`src/rtl/mem_arbiter.sv`:
```
// Byte-serial owner of the unified RAM port shared by instruction fetch and MEM.
// Define MEM_ARB_FAIR_EN for round-robin arbitration instead of fixed MEM priority.
module mem_arbiter #(
    parameter int ADDR_W = 32,
    parameter int DATA_W = 32
) (
    input  logic              clk,
    input  logic              rst,
    input  logic              if_req,
    input  logic [ADDR_W-1:0] if_addr,
    input  logic              if_flush,
    output logic [DATA_W-1:0] if_data,
    output logic              if_done,
    input  logic              mem_req,
    input  logic              mem_wr,
    input  logic [1:0]        mem_cnf,
    input  logic              mem_signed,
    input  logic [ADDR_W-1:0] mem_addr,
    input  logic [DATA_W-1:0] mem_wdata,
    output logic [DATA_W-1:0] mem_rdata,
    output logic              mem_done,
    output logic [ADDR_W-1:0] ram_a,
    output logic              ram_wr,
    output logic [7:0]        ram_din,
    input  logic [7:0]        ram_dout
);

    typedef enum logic [1:0] {IDLE, RD, WR, DONE} state_t;

    state_t            state, state_n;
    logic              is_mem, is_mem_n;
    logic [ADDR_W-1:0] base, base_n;
    logic [1:0]        cnf, cnf_n;
    logic              sgn, sgn_n;
    logic [DATA_W-1:0] wbuf, wbuf_n;
    logic [DATA_W-1:0] rbuf, rbuf_n;
    logic [2:0]        cnt, cnt_n;
    logic [DATA_W-1:0] if_data_n, mem_rdata_n;
    logic              if_done_n, mem_done_n;
    logic [ADDR_W-1:0] ram_a_n;
    logic              ram_wr_n;
    logic [7:0]        ram_din_n;
`ifdef MEM_ARB_FAIR_EN
    logic              last_mem, last_mem_n;
`endif

    logic              mem_ok, if_ok, pick_mem;
    logic [2:0]        nbytes;
    logic [1:0]        idx;
    logic [DATA_W-1:0] word;

    function automatic logic [DATA_W-1:0] extend(
        input logic [DATA_W-1:0] w,
        input logic [1:0]        c,
        input logic              s
    );
        case (c)
            2'd1:    return {{(DATA_W-8){s & w[7]}}, w[7:0]};
            2'd2:    return {{(DATA_W-16){s & w[15]}}, w[15:0]};
            default: return w;
        endcase
    endfunction

    assign mem_ok = mem_req && (mem_cnf != 2'd0);
    assign if_ok  = if_req && !if_flush;
    assign nbytes = (cnf == 2'd1) ? 3'd1 : (cnf == 2'd2) ? 3'd2 : 3'd4;
    // Byte k of a read lands two edges after it was issued.
    assign idx    = 2'(cnt - 3'd2);

    always_comb begin
        state_n     = state;
        is_mem_n    = is_mem;
        base_n      = base;
        cnf_n       = cnf;
        sgn_n       = sgn;
        wbuf_n      = wbuf;
        rbuf_n      = rbuf;
        cnt_n       = cnt;
        if_data_n   = if_data;
        mem_rdata_n = mem_rdata;
        if_done_n   = 1'b0;
        mem_done_n  = 1'b0;
        ram_a_n     = '0;
        ram_wr_n    = 1'b0;
        ram_din_n   = 8'd0;
        word        = rbuf;
        pick_mem    = mem_ok;
`ifdef MEM_ARB_FAIR_EN
        last_mem_n  = last_mem;
        pick_mem    = mem_ok && (!if_ok || !last_mem);
`endif
        unique case (state)
            IDLE: begin
                if (pick_mem) begin
                    is_mem_n = 1'b1;
                    base_n   = mem_addr;
                    cnf_n    = mem_cnf;
                    sgn_n    = mem_signed;
                    wbuf_n   = mem_wdata;
                    rbuf_n   = '0;
                    cnt_n    = 3'd1;
                    ram_a_n  = mem_addr;
`ifdef MEM_ARB_FAIR_EN
                    last_mem_n = 1'b1;
`endif
                    if (mem_wr) begin
                        state_n   = WR;
                        ram_wr_n  = 1'b1;
                        ram_din_n = mem_wdata[7:0];
                    end else begin
                        state_n = RD;
                    end
                end else if (if_ok) begin
                    is_mem_n = 1'b0;
                    base_n   = if_addr;
                    cnf_n    = 2'd3;
                    sgn_n    = 1'b0;
                    rbuf_n   = '0;
                    cnt_n    = 3'd1;
                    ram_a_n  = if_addr;
                    state_n  = RD;
`ifdef MEM_ARB_FAIR_EN
                    last_mem_n = 1'b0;
`endif
                end
            end
            RD: begin
                if (!is_mem && if_flush) begin
                    state_n = IDLE;
                end else begin
                    cnt_n = cnt + 3'd1;
                    if (cnt < nbytes)
                        ram_a_n = base + ADDR_W'(cnt);
                    if (cnt >= 3'd2) begin
                        word[{idx, 3'b000} +: 8] = ram_dout;
                        rbuf_n = word;
                    end
                    if (cnt == nbytes + 3'd1) begin
                        state_n = DONE;
                        if (is_mem) begin
                            mem_done_n  = 1'b1;
                            mem_rdata_n = extend(word, cnf, sgn);
                        end else begin
                            if_done_n = 1'b1;
                            if_data_n = word;
                        end
                    end
                end
            end
            WR: begin
                cnt_n = cnt + 3'd1;
                if (cnt < nbytes) begin
                    ram_wr_n  = 1'b1;
                    ram_a_n   = base + ADDR_W'(cnt);
                    ram_din_n = wbuf[{cnt[1:0], 3'b000} +: 8];
                end else begin
                    state_n    = DONE;
                    mem_done_n = 1'b1;
                end
            end
            DONE: state_n = IDLE;
        endcase
    end

    always_ff @(posedge clk) begin
        if (rst) begin
            state     <= IDLE;
            is_mem    <= 1'b0;
            base      <= '0;
            cnf       <= 2'd0;
            sgn       <= 1'b0;
            wbuf      <= '0;
            rbuf      <= '0;
            cnt       <= 3'd0;
            if_data   <= '0;
            mem_rdata <= '0;
            if_done   <= 1'b0;
            mem_done  <= 1'b0;
            ram_a     <= '0;
            ram_wr    <= 1'b0;
            ram_din   <= 8'd0;
`ifdef MEM_ARB_FAIR_EN
            last_mem  <= 1'b0;
`endif
        end else begin
            state     <= state_n;
            is_mem    <= is_mem_n;
            base      <= base_n;
            cnf       <= cnf_n;
            sgn       <= sgn_n;
            wbuf      <= wbuf_n;
            rbuf      <= rbuf_n;
            cnt       <= cnt_n;
            if_data   <= if_data_n;
            mem_rdata <= mem_rdata_n;
            if_done   <= if_done_n;
            mem_done  <= mem_done_n;
            ram_a     <= ram_a_n;
            ram_wr    <= ram_wr_n;
            ram_din   <= ram_din_n;
`ifdef MEM_ARB_FAIR_EN
            last_mem  <= last_mem_n;
`endif
        end
    end

endmodule

```
`config.mk`:
```
export PLATFORM = sky130hd
export DESIGN_NAME = mem_arbiter
export DESIGN_NICKNAME = d
export VERILOG_FILES = /design/src/rtl/mem_arbiter.sv
export SDC_FILE = /design/constraint.sdc
export NUM_CORES = 1
export LEC_CHECK = 0
export ABC_AREA = 1
export CORE_AREA = 2 2 140 142
export CTS_BUF_LIST = sky130_fd_sc_hd__clkbuf_4 sky130_fd_sc_hd__clkbuf_8
export CTS_CLUSTER_DIAMETER = 40
export DETAILED_ROUTE_END_ITERATION = 8
export DIE_AREA = 0 0 142 144
export PLACE_DENSITY = 0.83
export SLEW_MARGIN = 25
export SYNTH_ARGS = -nofsm -noshare
export SYNTH_HDL_FRONTEND = slang
export SYNTH_SLANG_ARGS = --single-unit
```
`constraint.sdc`:
```
create_clock -name clk -period 5.49 [get_ports clk]
set_clock_uncertainty 0.1 [all_clocks]
set_input_delay 1.098 -clock clk [delete_from_list [all_inputs] [get_ports clk]]
set_output_delay 1.098 -clock clk [all_outputs]
set_load 0.03 [all_outputs]
```
==> results.ini <==
[timing]
min_period_over_period = 0.628
fin_crit_ns = 3.45
hold_violations = 0
rsz0062_at_grt = false
max_freq_ghz = 0.290
relSlewSlack = 0.313
setup_viol = 0
fin_tns_setup_ns = 0
fin_ws_ns = 2.04
report.final.slew_viol_count = 0
tightest_slew_ns = 1.03

[floorplan]
core_um2 = 19100
dieArea_um2 = 20400
start_util = 0.524
die_y_um = 144
num_io_pins = 220
fp-row-count = 51
die_x_um = 142

[clock_tree]
cts_setup_buffers = 0
cts_resized = 0
ctsHoldBuffers = 0
cts_max_level = 2
root_buffer = clkbuf_8
insertion_delay_ns = 0.52
cts.clk_slew.worst_paths_ns = 0.06
cts_buffers = 36
cts_buffer_depth = 3
cts_tree = built
cts.sink_count = 212

[critical_path]
r2r_cells = 12
ff2ff_setup_slack_ns = 2.20
regToRegEndpoint = mem_rdata[10]
cp-end-kind = flip-flop
critical_path_class = in -> reg
crit_path_start_kind = primary input
worst_ep_arrival_time_ns = 3.80
crit_fanout = 36
r2r-start = cnf[0]
critPathRequiredTime_ns = 5.84

[logic_synthesis]
synth_flop_cell = dfxtp_1
syn_area_um2 = 10000
synth_top_area_frac = 0.424
synth_edf_count = 0
ys_types = 39
synth_top_family_by_area = simple AND/OR/NAND/NOR gates
async_reset_ff_frac = 0
yosys.area_share.simple = 0.264
netlist_instances = 1475
ys_seq_area_frac = 0.424
avgSynthCellArea_um2 = 6.78
synth_compound_gate_area_share = 0.204
synth_xor_area_frac = 0.00175
synth.largest_area_cell = dfxtp_1
yosysWarningCount = 0
ys_top_cells_by_area = dfxtp_1, nand2_1, a21oi_1, nor2_1, o21ai_0
muxShareOfSynthArea = 0
syn_nets = 1607
synth_seq_cells = 212
synth_adder_area_share = 0.0245

[placed_design]
dp.cells = 1865
io_buffers = 219
dp_hpwl_um = 20100
dp_slack_ns = 1.55
post_dp_cell_area_um2 = 12200
gp_congestion = 0.908

[layout]
n_antenna_cell = 0
syn_to_final_growth_pct = 29.8
drive_gt1_frac = 0.0574
fin_nets = 1797
final_util = 0.681
final_cells = 1929
final_area_um2 = 13000

[run_status]
status = complete, no violations

[route]
vias_per_cell = 5.38
avgRoutedWirePerCell_um = 15.0
ant_nets = 0
routed_wl_um = 28900
dr.pass1.iters = 6
drt_drc_violations_left = 0
drtIter0Drc = 739
vias = 10400

[pwr]
p_leak_nw = 5.20
p_per_area_nw_per_um2 = 380
vdd_drop_max_mv = 0.222

[global_route]
antenna_found_initial = 0
grt.total_usage = 0.276
grt_pass1_vias = 9741
grt_max_degree = 65
grt_first_pass_wirelength_um = 46100
gr-total-overflow = 0

[min_path]
hold_end = if_data[26]
whs_path_depth = 2
hold_class = reg -> reg
min_from = if_data[26]

[flow_run]
max_cap_viol_count = 0

[report_power, final]
group          total, mW  internal, mW  switching (mW)  leakage (nW)
Combinational       1.56         0.493            1.07          3.06
Sequential          1.84          1.72           0.123          1.72
Clock               1.53         0.889           0.642         0.417
[how the worst max path moves through the flow]
stage,start,to,slack (ns)
floorplan,cnt[1],mem_rdata[23],3.00
global placement,mem_cnf[1],base[6],1.66
detailed placement,mem_cnf[1],base[3],1.55
CTS,cnf[0],if_data[17],1.89
global route,mem_cnf[1],base[3],1.82
finish,mem_cnf[1],base[3],2.04
[worst max-delay path, cell delays in order]
cell             delay, ns
clkdlybuf4s50_1       0.44
o21ai_2               0.14
buf_4                 0.33
clkinv_1              0.87
o21ai_0               0.61
o21ai_0               0.12
a21oi_1               0.16
[cell usage after synthesis, types with 2 or more instances]
| cell type | count |
|---|---|
| a211oi_1 | 3 |
| a21oi_1 | 194 |
| a22oi_1 | 10 |
| a31oi_1 | 2 |
| buf_1 | 2 |
| buf_2 | 19 |
| buf_6 | 10 |
| clkbuf_1 | 47 |
| clkinv_1 | 2 |
| dfxtp_1 | 212 |
| ha_1 | 18 |
| inv_1 | 108 |
| inv_2 | 2 |
| nand2_1 | 400 |
| nand3_1 | 61 |
| nand4_1 | 8 |
| nor2_1 | 174 |
| nor2_2 | 2 |
| nor3_1 | 3 |
| o211ai_1 | 2 |
| o21a_1 | 8 |
| o21ai_0 | 128 |
| o21ai_1 | 34 |
| o21ai_2 | 2 |
| o21bai_1 | 5 |
| or2_2 | 5 |
| xnor2_1 | 2 |
[registers in the layout, indices dropped and copies added, names as in the netlist]
signal / count
base: 32
cnf: 2
cnt: 3
if_data: 32
if_done: 1
is_mem: 1
mem_done: 1
mem_rdata: 32
ram_a: 32
ram_din: 8
ram_wr: 1
rbuf: 32
sgn: 1
state: 2
wbuf: 32
[final cells by class]
type	count	area, µm²
clock buffers	56	721
multi-input cells	1071	4950
clock inverters	8	77.6
flip-flops and latches	212	4240
inverters	113	425
fillers	1653	6090
repair buffers	231	2280
well taps	238	298
[cell families after synthesis]
| kind of cell | Yosys count |
|---|---|
| fa+ha+maj | 19 |
| simple gates | 660 |
| compound gates | 390 |
| flops | 212 |
| xor+xnor | 2 |
| buf+inv | 192 |
[per-stage QoR]
step / hold slack [ns] / power (mW)
floorplan: 0.330 / 2.90
global placement: 0.332 / 3.37
finish: 0.342 / 4.93
CTS: 0.345 / 4.94
global route: 0.368 / 5.20
detailed placement: 0.337 / 3.41
[routing by layer]
metal | vias up | GRT usage | part of all wire
met5 | - | 0 | 0
met4 | 0 | 0.109 | 0.034
met3 | 73 | 0.0517 | 0.064
met2 | 394 | 0.480 | 0.49
met1 | 4733 | 0.338 | 0.42
li1 | 5185 | - | -
[cells in the final DEF (no fill, tap or decap), types with 4 or more instances in the layout]
master,netlist,layout
a21oi_1,194,194
a22oi_1,10,10
buf_4,1,12
clkbuf_4,0,8
clkbuf_8,0,48
clkdlybuf4s50_1,0,218
clkinv_2,1,4
dfxtp_1,212,212
ha_1,18,18
inv_1,108,104
inv_2,2,6
nand2_1,400,400
nand3_1,61,61
nand4_1,8,8
nor2_1,174,174
o21a_1,8,8
o21ai_0,128,128
o21ai_1,34,34
o21bai_1,5,5
or2_2,5,5
(Power assumes the default switching activity.)
